`src/rtl/alu_pkg.sv`:
```
// ----------------------------------------------------------------
// alu_pkg: opcodes and default width shared by the execute-stage ALU
// Revision: 1.0
// ----------------------------------------------------------------
`default_nettype none

package alu_pkg;

  localparam int WIDTH_DEF = 16;

  localparam logic [2:0] OP_ADD    = 3'd0;
  localparam logic [2:0] OP_SUB    = 3'd1;
  localparam logic [2:0] OP_ADC    = 3'd2;
  localparam logic [2:0] OP_SBC    = 3'd3;
  localparam logic [2:0] OP_AND    = 3'd4;
  localparam logic [2:0] OP_OR     = 3'd5;
  localparam logic [2:0] OP_XOR    = 3'd6;
  localparam logic [2:0] OP_PASS_B = 3'd7;

  function automatic logic is_arith(input logic [2:0] op);
    return (op == OP_ADD) || (op == OP_SUB) || (op == OP_ADC) || (op == OP_SBC);
  endfunction

endpackage

`default_nettype wire

```
`src/rtl/alu_addsub.sv`:
```
// ----------------------------------------------------------------
// alu_addsub: combinational add/subtract with carry/borrow and overflow
// Revision: 1.0
// ----------------------------------------------------------------
`default_nettype none

module alu_addsub
  import alu_pkg::*;
#(
  parameter int WIDTH = WIDTH_DEF
) (
  input  logic [WIDTH-1:0] a,
  input  logic [WIDTH-1:0] b,
  input  logic             cin,
  input  logic             sub,
  output logic [WIDTH-1:0] r,
  output logic             cout,
  output logic             v
);

  logic [WIDTH-1:0] w_b_eff;
  logic             w_cin_eff;
  logic [WIDTH:0]   w_sum;

  // Subtraction as a + ~b + !borrow_in; the raw carry is inverted to report borrow.
  assign w_b_eff   = sub ? ~b : b;
  assign w_cin_eff = cin ^ sub;
  assign w_sum     = {1'b0, a} + {1'b0, w_b_eff} + {{WIDTH{1'b0}}, w_cin_eff};

  assign r    = w_sum[WIDTH-1:0];
  assign cout = w_sum[WIDTH] ^ sub;
  assign v    = (a[WIDTH-1] == w_b_eff[WIDTH-1]) && (r[WIDTH-1] != a[WIDTH-1]);

endmodule

`default_nettype wire

```
`src/rtl/ex_alu_stage.sv`:
```
// ----------------------------------------------------------------
// ex_alu_stage: registered ALU execute stage with valid/ready handshake
// Revision: 1.0
// ----------------------------------------------------------------
`default_nettype none

module ex_alu_stage
  import alu_pkg::*;
#(
  parameter int WIDTH = WIDTH_DEF
) (
  input  logic             clk,
  input  logic             rst,
  input  logic             in_valid,
  output logic             in_ready,
  input  logic [2:0]       in_op,
  input  logic [WIDTH-1:0] in_a,
  input  logic [WIDTH-1:0] in_b,
  input  logic             flush,
  output logic             out_valid,
  input  logic             out_ready,
  output logic [WIDTH-1:0] out_result,
  output logic             out_c,
  output logic             out_z,
  output logic             out_n,
  output logic             out_v
);

  logic             r_c;
  logic             w_accept;
  logic             w_arith;
  logic             w_cin;
  logic             w_sub;
  logic [WIDTH-1:0] w_sum;
  logic             w_cout;
  logic             w_ovf;
  logic [WIDTH-1:0] w_result;

  assign in_ready = !out_valid || out_ready;
  assign w_accept = in_valid && in_ready && !flush;
  assign w_arith  = is_arith(in_op);
  assign w_cin    = ((in_op == OP_ADC) || (in_op == OP_SBC)) && r_c;
  assign w_sub    = (in_op == OP_SUB) || (in_op == OP_SBC);

  alu_addsub #(.WIDTH(WIDTH)) u_addsub (
    .a    (in_a),
    .b    (in_b),
    .cin  (w_cin),
    .sub  (w_sub),
    .r    (w_sum),
    .cout (w_cout),
    .v    (w_ovf)
  );

  always_comb begin
    w_result = w_sum;
    case (in_op)
      OP_AND:    w_result = in_a & in_b;
      OP_OR:     w_result = in_a | in_b;
      OP_XOR:    w_result = in_a ^ in_b;
      OP_PASS_B: w_result = in_b;
      default:   w_result = w_sum;
    endcase
  end

  always_ff @(posedge clk or posedge rst) begin
    if (rst) begin
      out_valid  <= 1'b0;
      out_result <= '0;
      out_c      <= 1'b0;
      out_z      <= 1'b0;
      out_n      <= 1'b0;
      out_v      <= 1'b0;
      r_c        <= 1'b0;
    end else if (flush) begin
      out_valid <= 1'b0;
    end else if (w_accept) begin
      out_valid  <= 1'b1;
      out_result <= w_result;
      out_c      <= w_arith & w_cout;
      out_v      <= w_arith & w_ovf;
      out_z      <= (w_result == '0);
      out_n      <= w_result[WIDTH-1];
      // Logic ops leave the carry flag alone so ADC/SBC chains survive them.
      if (w_arith) begin
        r_c <= w_cout;
      end
    end else if (out_ready) begin
      out_valid <= 1'b0;
    end
  end

endmodule

`default_nettype wire

```
`config.mk`:
```
export PLATFORM = sky130hd
export DESIGN_NAME = ex_alu_stage
export DESIGN_NICKNAME = d
export VERILOG_FILES = /design/src/rtl/alu_pkg.sv /design/src/rtl/alu_addsub.sv /design/src/rtl/ex_alu_stage.sv
export SDC_FILE = /design/constraint.sdc
export NUM_CORES = 1
export LEC_CHECK = 0
export BUFFER_PORTS_ARGS = -buffer_cell sky130_fd_sc_hd__buf_2
export CAP_MARGIN = 20
export CELL_PAD_IN_SITES_DETAIL_PLACEMENT = 1
export CELL_PAD_IN_SITES_GLOBAL_PLACEMENT = 2
export CORE_MARGIN = 2
export CORE_UTILIZATION = 34
export CTS_CLUSTER_DIAMETER = 150
export DETAILED_ROUTE_END_ITERATION = 12
export GPL_TIMING_DRIVEN = 0
export PLACE_DENSITY_LB_ADDON = 0.3
export SYNTH_ARGS = -nofsm -noshare
export SYNTH_HDL_FRONTEND = slang
export SYNTH_SLANG_ARGS = --single-unit
```
`constraint.sdc`:
```
create_clock -name clk -period 3.65 [get_ports clk]
set_input_delay 0.9125 -clock clk [delete_from_list [all_inputs] [get_ports clk]]
set_output_delay 0.9125 -clock clk [all_outputs]
set_load 0.02 [all_outputs]
```
Word level (Yosys, flattened, before mapping)
Index checks and enable logic that the tools add are counted.
{"block": "classes", "n_reduce_logical": 17, "add_sub_neg": 2, "n_bitwise": 9, "n_eq_ne": 9, "mux": 5}
{"cell": "$pmux W16 S4", "n": 1}
{"cell": "$add A16 B16 Y17", "n": 1}
{"cell": "$add A17 B1 Y17", "n": 1}
{"cell": "$and A16 B16 Y16", "n": 1}
{"cell": "$logic_not A16 Y1", "n": 1}
{"cell": "$mux W16", "n": 1}
{"cell": "$not A16 Y16", "n": 1}
{"cell": "$or A16 B16 Y16", "n": 1}
{"cell": "$xor A16 B16 Y16", "n": 1}
{"cell": "$eq A3 B3 Y1 const B", "n": 4}
{"cell": "$eq A3 B2 Y1 const B", "n": 2}
{"cell": "$logic_or A1 B1 Y1", "n": 6}
{"cell": "$logic_and A1 B1 Y1", "n": 4}
{"cell": "$eq A3 B1 Y1 const B", "n": 1}
{"cell": "$logic_not A3 Y1", "n": 1}
{"cell": "$mux W1", "n": 3}
{"cell": "$reduce_and A3 Y1", "n": 1}
{"cell": "$reduce_bool A3 Y1", "n": 1}
{"cell": "$and A1 B1 Y1", "n": 2}
{"cell": "$logic_not A1 Y1", "n": 2}
{"cell": "$reduce_and A2 Y1", "n": 1}
{"cell": "$xor A1 B1 Y1", "n": 2}
{"cell": "$eq A1 B1 Y1", "n": 1}
{"cell": "$ne A1 B1 Y1", "n": 1}
{"cell": "$not A1 Y1", "n": 1}
{"block": "totals", "regBits": 22, "input_bits": 40, "elab_cells": 49}

Depth between registers and ports, before layout
Gate-level depths: netlist of run 1.
{"block": "logic_depth", "word_depth": 8, "mapped_depth": 16, "mapped_depth_nobuf": 13}

By module
A second synthesis of run 1 with hierarchy kept.
{"block": "unflattened", "hier_cells": 360, "area_unflattened_um2": 2945.3}
{"mod": "ex_alu_stage", "instances": 1, "cells_per_inst": 252, "seq_area_each_um2": 525.5, "area_per_inst_um2": 2082.0}
{"mod": "alu_addsub", "instances": 1, "cells_per_inst": 108, "seq_area_each_um2": 0.0, "area_per_inst_um2": 863.3}

Least setup slack after synthesis of run 1
Ideal clock, no wire load.
{"block": "synth_timing", "path_kind": "input to register", "start": "input in_op[2]", "end": "register out_z", "path_slack_ps": -953, "t_required_ps": 3573, "cell_stages": 15, "t_arrival_ps": 4526, "path_cell_list": "clkbuf_1 > inv_1 > buf_1 > nand2_1 > xnor2_1 > fa_1 > fa_1 > and2b_1 > o31a_2 > o21bai_4 > or4b_1 > and3_1 > a2111oi_2 > o2111ai_1 > o21ai_1"}
{"block": "synth_via", "elab_chain_len": 7}
{"item": "start: declaration", "line_no": "ex_alu_stage.sv:16", "rtl": "input logic [2:0] in_op,"}
{"item": "$eq A3 B1 Y1, or another cell as far along", "line_no": "ex_alu_stage.sv:43", "rtl": "assign w_sub = (in_op == OP_SUB) || (in_op == OP_SBC);"}
{"item": "$logic_or A1 B1 Y1 (on tied branches)", "line_no": "ex_alu_stage.sv:43, ex_alu_stage.sv:42"}
{"item": "$mux W16 / $logic_and A1 B1 Y1 (equally long branches)", "line_no": "alu_addsub.sv:26, ex_alu_stage.sv:42"}
{"item": "$add A16 B16 Y17 / $xor A1 B1 Y1 (equally long branches)", "line_no": "alu_addsub.sv:28, alu_addsub.sv:27"}
{"item": "$add A17 B1 Y17", "line_no": "alu_addsub.sv:28", "rtl": "assign w_sum = {1'b0, a} + {1'b0, w_b_eff} + {{WIDTH{1'b0}}, w_cin_eff};"}
{"item": "$pmux W16 S4 (*)", "line_no": "ex_alu_stage.sv:57", "rtl": "case (in_op)"}
{"item": "$logic_not A16 Y1 (*)", "line_no": "ex_alu_stage.sv:82", "rtl": "out_z <= (w_result == '0);"}
{"item": "end signal: assignment", "line_no": "ex_alu_stage.sv:82"}
{"item": "end: declaration", "line_no": "ex_alu_stage.sv:24", "rtl": "output logic out_z,"}
Mark *: on every way between the ends. The rest lies on a longest branch, timed or not.
A chain may end at the register's enable or synchronous reset.

Worst setup path after layout of run 1
{"block": "layout_timing", "start": "input in_op[0]", "end": "register out_z"}
Same word-level chain as after synthesis.

==> impl_results.md, run 1 <==
* Outcome: complete, no violations
* YS warnings at 0
* All-Layer GR Usage at 0.1868
* Pwr Total at 1.201 mW
* Mean Syn Cell Area at ~8.5 sq um
* Async SR Flop Fraction at 1.000
* Clk_skew at between 0.9 and 1 ps
* Top_reg_cell synth: dfrtp_1
* Post-layout nets at 547
* Maximum vdd drop at 97.39 uV
* Crit start category: input port
* Mapped Nets at roughly 460
* Critical path class: in -> reg
* Post-Route Utilization at 0.4462
* HPWL Detailed at around 7600 um
* Detailed-route vias per instance at between 5 and 6
* CTS Hold Bufs at 0
* Mapped cell area at roughly 3200 sq um
* Share of cells above drive strength 1 at 0.3173
* Hold_ws at between 400 and 500 ps
* Max Fclk at between 0.2 and 0.3 GHz
* Die ar. at 10060 sq um
* Total grt overflow at 0
* P&R area growth vs syn at 28.94%
* Num ports at 62
* Pre-CTS WS at -788.8 ps
* Setup TNS at 0 ps
* Arr. time, crit path at 3780 ps
* Power per cell area at just under 300 nW/um^2
* PortBufs at 60
* Global-route wire length before repair at about 15000 um
* Drc violations at 0
* Setup WS post-layout at 53.47 ps
* Vias in the first global route at approximately 3.0k
* Root Buffer: clkbuf_8
* Sink Count at 21
* Minimum clock period at roughly 3600 ps
* Sequential share of the synthesized area at 0.1667
* CP required at approximately 3800 ps
* Max-Cap Viols at 0
* Cell Chain, Critical Path: buf_12, buf_12, xnor2_4, nand2_2, fa_2, fa_2, and2b_1, o31a_4, o21bai_4, or4b_1, and3_4, a2111oi_4, o2111ai_2, o21ai_1
* Crit path capture type: register
* Final GP Congestion at between 0.8 and 0.9
* H-tree depth at 1
* Largest net degree at the start of global routing at 22
* Hold Violations, Final at 0
* DRT iter0 DRCs at 109
* CTS Buffer Depth at 2
* Worst-path clk slew at 70 ps
* Seq cells post-synth at 21
* Number of synthesized flops with an enable pin at 0
* RR Startpoint: r_c
* Leakage power at between 1.5 and 2 nW
* Period utilization at 0.9854
* Initial Utilization at 0.3460
* Pre-Repair DR Iteration Count at 4
* Row cnt at 35
* Clk_lat worst skew at roughly 250 ps
* Crit path largest cell delay at approximately 500 ps
* Synth cell types at ~60
* Setup violators final at 0
* Worst slew pin tran at between 700 and 800 ps
* DR WL/cell at about 16 um
* CP Launch Point: in_op[0]
* Vias after detailed routing at approximately 3.0k
* Initial antenna violation count at 0
* Width of the die at ~100 um
* HP Class: reg -> reg
* CTS tree: yes
* Die height at ~100 um
* Antenna diodes at 0
* HP Start: out_result[6]
* Final-report max-slew violation count at 0
* Cells after Synth at ~370
* CTS Buf Count at 3
* Unrepaired setup endpoints after global routing: true
* Routed WL at between 9000 and 10000 um
* Area of the core at just over 9000 sq um
* Worst path slowest cell: or4b_1
* Crit-path max FO at 5
* Relative slew slack at 0.4793
* ANT nets after route at 0
[per-layer routing]
metal  wire length (um)  part of all wire  GRT usage  vias up
met5                  0                 0          0        -
met4                104             0.011    0.03793        0
met3                253             0.027   0.006964        6
met2               4698              0.50     0.3521       54
met1               4258              0.46     0.2366     1476
li1                   -                 -          -     1471
[where the power goes]
| part | total (mW) | switching (mW) | internal, mW |
|---|---|---|---|
| Combinational | 0.746 | 0.413 | 0.333 |
| Sequential | 0.306 | 0.0264 | 0.280 |
| Clock | 0.149 | 0.0717 | 0.0776 |
[timing repair]
item | CTS | global route
resized for setup | 11 | 30
pin swaps | 12 | 13
buffers inserted | 13 | 10
cloned | 0 | 1
endpoints found under the setup margin | 12 | 6
[worst paths after layout]
path                            cells past startpoint            end  slack (ps)
min in group asynchronous                           2      out_valid         790
max in group asynchronous                           2  out_result[6]        2380
worst min register to register                      2  out_result[6]         470
worst max register to register                     13          out_z         410
worst max-delay path                               14          out_z          50
worst min-delay path                                2  out_result[6]         470
[cell usage after synthesis (all sizes together) (4+ instances only)]
cell type / n / area share
a211oi: 4 / 0.0095
a21o: 6 / 0.014
a21oi: 13 / 0.021
and2: 6 / 0.013
and3: 4 / 0.0079
buf: 11 / 0.021
clkbuf: 6 / 0.0071
dfrtp: 21 / 0.17
ha: 47 / 0.19
inv: 54 / 0.064
mux4: 16 / 0.11
nand2: 43 / 0.051
nand3: 5 / 0.0079
nor2: 25 / 0.030
nor2b: 5 / 0.013
nor3b: 5 / 0.012
o2111a: 4 / 0.014
o21ai: 19 / 0.030
o31ai: 4 / 0.0095
xnor2: 21 / 0.058
[placed cells by master, fill, tap and decap left out, types with 3 or more instances in the layout]
master,n
and2_1,5
mux4_2,16
o21ai_0,17
nor2_1,25
nor3b_1,5
clkbuf_1,6
xnor2_1,18
o31ai_1,4
a21o_1,6
clkbuf_8,3
and3_1,3
ha_1,47
buf_2,59
nor2b_1,3
nand3b_1,3
dfrtp_1,21
o211ai_1,3
buf_4,25
nand2_1,40
a211oi_1,4
o2111a_1,4
inv_1,52
or3_1,3
a21oi_1,10
buf_12,3
a21oi_2,3
nand3_1,4
[flip-flops by register name, summed over array words and instances, names as in the netlist]
| register | cells |
|---|---|
| out_result | 16 |
| out_z | 1 |
| out_valid | 1 |
| out_c | 1 |
| r_c | 1 |
| out_v | 1 |
[logic make-up (layout without fill, tap and decap cells)]
kind of cell               after synthesis  count (layout)  synth area share
xor gates and xnor gates                24              24           0.06670
DFF                                     21              21            0.1667
and+or+nand+nor                        113             113            0.1782
adders and majority gates               49              49            0.1993
muxes                                   18              18            0.1215
AOI/OAI and AO/OA                       76              76            0.1755
buffers and inverters                   71             156           0.09210
[final cells by class]
type / count / area, sq um
Tap cell: 111 / 138.9
Clock buffer: 4 / 45.04
Timing Repair Buffer: 84 / 526.8
Buffer: 14 / 116.4
Multi-Input combinational cell: 280 / 2496
Inverter: 54 / 215.2
Fill cell: 1109 / 5045
Sequential cell: 21 / 525.5
[worst max-delay path: cells and delay by family]
family / cells / cell delay (ps)
AOI/OAI and AO/OA: 5 / 760
xor gates and xnor gates: 1 / 130
adders and majority gates: 2 / 740
buffers and inverters: 2 / 230
and+or+nand+nor: 4 / 980
[metrics by stage]
stage          instances  instance area [sq um]
2_1_floorplan        372                   3256
3_3_place_gp         543                   3695
3_5_place_dp         543                   3695
4_1_cts              559                   3875
5_1_grt              568                   4064
6_report             568                   4064
Note: power is estimated with default switching activity, not from simulation.
==> run 2, diff against run 1 <==
==> constraint.sdc (replaced) <==
create_clock -name clk -period 3.65 [get_ports clk]
set_input_delay 0.73 -clock clk [delete_from_list [all_inputs] [get_ports clk]]
set_output_delay 0.73 -clock clk [all_outputs]
set_load 0.02 [all_outputs]
==> impl_results.md, run 2 (synthesis results as in run 1) <==
* Outcome: complete, no violations
* Most common cell after layout, fill and taps aside: buf_2
* All-Layer GR Usage at 0.1842
* Initial Utilization at 0.3460
* CTS Buffer Depth at 2
* Setup TNS at 0 ps
* Max reg flops at 16
* Hold Violations, Final at 0
* Filler cells at between 1k and 1.5k
* Vias after detailed routing at approximately 3k
* Root Buffer: clkbuf_8
* Unrepaired setup endpoints after global routing: true
* Area of the core at between 9000 and 10000 sq um
* Critical path class: in -> reg
* Cell Chain, Critical Path: buf_8, clkbuf_16, clkinv_8, nand2_8, xnor2_4, fa_2, fa_2, and2b_2, o31a_4, o21bai_4, or4b_1, and3_4, a2111oi_4, o2111ai_2, o21ai_1
* Vias in the first global route at 2993
* Routed WL at ~9200 um
* Top Family by Delay on Critical Path: simple AND/OR/NAND/NOR gates
* Pwr Total at about 1.2 mW
* Die height at between 100 and 150 um
* Final-report max-slew violation count at 0
* Worst path slowest cell: or4b_1
* P&R area growth vs syn at 25.80%
* Post-layout nets at 539
* Crit path depth at 15
* Antenna diodes at 0
* Crit path capture type: register
* Final Cell Area at a little under 4000 sq um
* Crit start category: input port
* Worst-path clk slew at about 70 ps
* Row cnt at 35
* Max-Cap Viols at 0
* Crit path top cell by count: fa_2
* Final GP Congestion at 0.8062
* Clk_lat worst skew at ~260 ps
* Leakage power at 1.944 nW
* Initial antenna violation count at 0
* Final Instance Count excl. Fillers at 560
* Die ar. at 10060 sq um
* Minimum clock period at roughly 3600 ps
* Critical path buffer and inverter count at 3
* Clk_skew at roughly 2.4 ps
* Drc violations at 0
* CTS Hold Bufs at 0
* Crit-path max FO at 5
* H-tree depth at 1
* Setup WS post-layout at roughly 19 ps
* Period utilization at 0.9948
* Width of the die at about 100 um
* Arr. time, crit path at between 3000 and 4000 ps
* Pre-CTS WS at -630.7 ps
* Num ports at 62
* Worst slew pin tran at ~800 ps
* CTS Buf Count at 3
* ANT nets after route at 0
* Register with the most flip-flops: out_result
* Maximum vdd drop at 116.1 uV
* DR WL/cell at between 15 and 20 um
* Pre-Repair DR Iteration Count at 4
* PortBufs at 60
* Detailed-route vias per instance at between 5 and 6
* HP Class: reg -> reg
* Relative slew slack at 0.4682
* Share of cells above drive strength 1 at 0.3007
* CP required at about 3800 ps
* Hold Crit Depth at 2
* Sink Count at 21
* Worst-case reg-to-reg path depth at 13
* Power per cell area at ~300 nW/um^2
* Global-route wire length before repair at around 15000 um
* Setup violators final at 0
* CTS tree: yes
* Post-Place Cells at 543
* Most frequent cells in the layout: buf_2 (59), inv_1 (52), ha_1 (47)
* Largest net degree at the start of global routing at 22
* HPWL Detailed at between 7000 and 8000 um
* Hold_ws at ~470 ps
* Max Fclk at 0.2754 GHz
* Post-Route Utilization at 0.4353
* DRT iter0 DRCs at a little under 70
* Total grt overflow at 0
* Placed Area at roughly 3700 sq um
* Crit path largest cell delay at ~500 ps
-- run 2: metal layers --
layer,vias to the layer above,share of wire,track usage
met2,56,0.49,0.3314
met5,-,0,0
li1,1457,-,-
met4,0,0.013,0.04426
met3,8,0.027,0.009749
met1,1432,0.47,0.2419
-- run 2: where the power goes --
part	internal [mW]	total (mW)	switching, mW	leakage (nW)
logic	0.316	0.724	0.408	1.66
registers	0.280	0.306	0.0258	0.258
clock network	0.0777	0.150	0.0719	0.0228
total	0.674	1.18	0.505	1.94
-- run 2: layout make-up --
class	instances	area (sq um)	share of cell area
multi-input cells	280	2479	0.6251
clock buffers	4	45.04	0.01136
well taps	111	138.9	0.03503
plain buffers	15	132.6	0.03345
flip-flops and latches	21	525.5	0.1325
repair buffers	75	429.2	0.1082
inverters	54	215.2	0.05428
-- run 2: path summary, 6_finish.rpt --
check / start / end / slack [ps]
max reg2reg: r_c / out_z / 270
min in group asynchronous: rst / out_result[0] / 610
min reg2reg: out_result[8] / out_result[8] / 470
min: out_result[8] / out_result[8] / 470
max: in_op[2] / out_z / 20
max in group asynchronous: rst / out_result[15] / 2540
-- run 2: timing repair --
action,in CTS,in global routing
setup buffers,7,8
pin swaps,6,13
endpoints found under the setup margin,7,3
resized for setup,15,17
-- run 2: worst min-delay path: stages (launching register included) --
cell and delay [ps]:
dfrtp_1 340, nand2_1 50, nand2_1 50
==> run 3, diff against run 2 <==
--- a/config.mk
+++ b/config.mk
@@ -5,14 +5,16 @@
 export SDC_FILE = /design/constraint.sdc
 export NUM_CORES = 1
 export LEC_CHECK = 0
+export ABC_AREA = 1
 export BUFFER_PORTS_ARGS = -buffer_cell sky130_fd_sc_hd__buf_2
 export CAP_MARGIN = 20
 export CELL_PAD_IN_SITES_DETAIL_PLACEMENT = 1
 export CELL_PAD_IN_SITES_GLOBAL_PLACEMENT = 2
 export CORE_MARGIN = 2
-export CORE_UTILIZATION = 34
+export CORE_UTILIZATION = 30
 export CTS_CLUSTER_DIAMETER = 150
 export DETAILED_ROUTE_END_ITERATION = 12
+export GPL_ROUTABILITY_DRIVEN = 1
 export GPL_TIMING_DRIVEN = 0
 export PLACE_DENSITY_LB_ADDON = 0.3
 export SYNTH_ARGS = -nofsm -noshare
==> impl_results.md, run 3 <==
* Async SR Flop Fraction at 1.000
* Antenna diodes at 0
* Post-Route Utilization at 0.3572
* Crit start category: input port
* Number of synthesized flops with an enable pin at 0
* Die ar. at 11290 sq um
* Num ports at a little over 60
* Crit path capture type: register
* CTS tree: yes
* Routed WL at 10330 um
* Setup TNS at 0 ps
* Row cnt at 37
* Max reg flops at 16
* Worst slew pin tran at 782.7 ps
* Post-layout nets at about 640
* Crit-path max FO at 10
* Crit path top cell by count: nand2_1
* Critical path class: in -> reg
* Synth cell count leaders: nand2_1 (134), inv_1 (86), ha_1 (47)
* Relative slew slack at 0.4776
* HPWL Detailed at between 8000 and 9000 um
* YS warnings at 0
* DR WL/cell at roughly 15 um
* Unrepaired setup endpoints after global routing: false
* Arr. time, crit path at between 3000 and 4000 ps
* Setup violators final at 0
* Vias in the first global route at ~3.4k
* Minimum clock period at roughly 3400 ps
* HP Class: reg -> reg
* Synth cell types at 37
* Count leader, synth: nand2_1
* Most frequent cells in the layout: nand2_1 (133), inv_1 (86), buf_2 (58)
* Drc violations at 0
* Final GP Congestion at between 0.8 and 0.9
* Final Cell Area at roughly 3700 sq um
* ANT nets after route at 0
* Crit path largest cell delay at approximately 480 ps
* Sink Count at 21
* Final-report max-slew violation count at 0
* P&R area growth vs syn at 16.56%
* H-tree depth at 1
* Most common cell after layout, fill and taps aside: nand2_1
* Top_reg_cell synth: dfrtp_1
* CTS Buf Count at 3
* Critical path buffer and inverter count at 4
* Setup repair bufs after CTS at 0
* Leakage power at approximately 2.1 nW
* Cell taking the most area after synthesis: ha_1
* Total grt overflow at 0
* Worst-case reg-to-reg path depth at 18
* CP required at around 3900 ps
* Area of the core at around 10000 sq um
* Crit path depth at 20
* Detailed-route vias per instance at 4.701
* Root Buffer: clkbuf_8
* CTS Buffer Depth at 2
* Mapped Nets at between 500 and 600
* Width of the die at 106.2 um
* Cell Chain, Critical Path: buf_4, inv_1, buf_6, nand2_4, xor2_1, fa_1, fa_1, inv_1, nand2_1, nand2_1, nand3_1, nand2_1, nand2_1, nand3_1, nand3_1, nand2_1, nand3_1, nor2_1, nand2_1, nand2_1
* Global-route wire length before repair at around 17000 um
* Initial antenna violation count at 0
* Max Fclk at about 0.3 GHz
* Seq cells post-synth at 21
* Final Instance Count excl. Fillers at ~690
* Sequential share of the synthesized area at 0.1676
* Die height at between 100 and 150 um
* Synth top area cells: ha_1 (19%), dfrtp_1 (17%), nand2_1 (16%)
* Top Family by Delay on Critical Path: simple AND/OR/NAND/NOR gates
* PortBufs at slightly below 60
* Share of cells above drive strength 1 at 0.1555
* Placed Area at around 3600 sq um
* Cells after Synth at slightly below 500
* Clk_lat worst skew at around 260 ps
* Hold Violations, Final at 0
* Period utilization at 0.9230
* Largest net degree at the start of global routing at 22
* Maximum vdd drop at approximately 170 uV
* Vias after detailed routing at 3239
* Pre-Repair DR Iteration Count at 4
* Max-Cap Viols at 0
* Power per cell area at approximately 290 nW/um^2
* Outcome: complete, no violations
* Hold Crit Depth at 2
* Worst-path clk slew at ~70 ps
* Mapped cell area at approximately 3100 sq um
* Post-Place Cells at ~690
* All-Layer GR Usage at 0.1906
* Mean Syn Cell Area at roughly 6.4 sq um
* Worst path slowest cell: fa_1
* Initial Utilization at 0.3065
* Register with the most flip-flops: out_result
* Area share of the largest cell type after synthesis at 0.1875
* Hold_ws at approximately 480 ps
* Clk_skew at ~3.5 ps
* DRT iter0 DRCs at ~110
## run 3: cell count changes in the layout (fill, tap and decap cells not counted), moves of 16 or more
cell,delta
inv_1,+34
mux4_2,-16
nand2_1,+93
nand3_1,+39
nor2_1,+17
xnor2_1,-18
## run 3: layout make-up
class                           count  area, sq um
Inverter                           90        340.3
Clock buffer                        4        45.04
Multi-Input combinational cell    365         2167
Tap cell                          136        170.2
Timing Repair Buffer               58        290.3
Buffer                             15        116.4
Sequential cell                    21        525.5
Fill cell                        1358         6576
## run 3: routing by layer
| layer | wire length [um] | global-route usage |
|---|---|---|
| met4 | 62 | 0.02820 |
| met3 | 240 | 0.009810 |
| met2 | 4752 | 0.3315 |
| met1 | 5273 | 0.2655 |
| met5 | 0 | 0 |
## run 3: cells by family (layout without fill, tap and decap cells)
logic type	count (synthesis)	after routing	share of synthesized area
buffers and inverters	105	167	0.1437
adders and majority gates	49	49	0.2003
DFF	21	21	0.1676
AOI/OAI and AO/OA	60	60	0.1133
and+or+nand+nor	239	239	0.3276
xor gates and xnor gates	17	17	0.04749
## run 3: repair_timing
action	in CTS	in global routing
resized for setup	2	3
setup endpoints to repair	6	3
hold buffers	0	0
## run 3: path summary, 6_finish.rpt
kind	slack, ps	startpoint	end
worst max-delay path	280	in_op[2]	out_z
worst min-delay path	480	out_result[1]	out_result[1]
worst max register to register	870	r_c	out_z
worst min register to register	480	out_result[1]	out_result[1]
max in group asynchronous	2560	rst	out_v
min in group asynchronous	610	rst	out_result[8]
## run 3: through the flow
step	worst slack, ps	power [mW]
4_1_cts	102.0	1.060
3_3_place_gp	-466.6	0.8864
2_1_floorplan	337.6	0.7094
5_1_grt	23.34	1.155
6_report	281.0	1.047
3_5_place_dp	-464.2	0.9047
## run 3: worst min-delay path, cell delays in order (launching register included)
cell and delay (ps):
dfrtp_1 340, nand2_1 50, nand2_1 50
## run 3: power breakdown
| group | leakage (nW) | internal (mW) | switching, mW | total, mW |
|---|---|---|---|---|
| logic | 1.84 | 0.208 | 0.390 | 0.598 |
| clock network | 0.0228 | 0.0777 | 0.0706 | 0.148 |
| registers | 0.259 | 0.277 | 0.0233 | 0.300 |
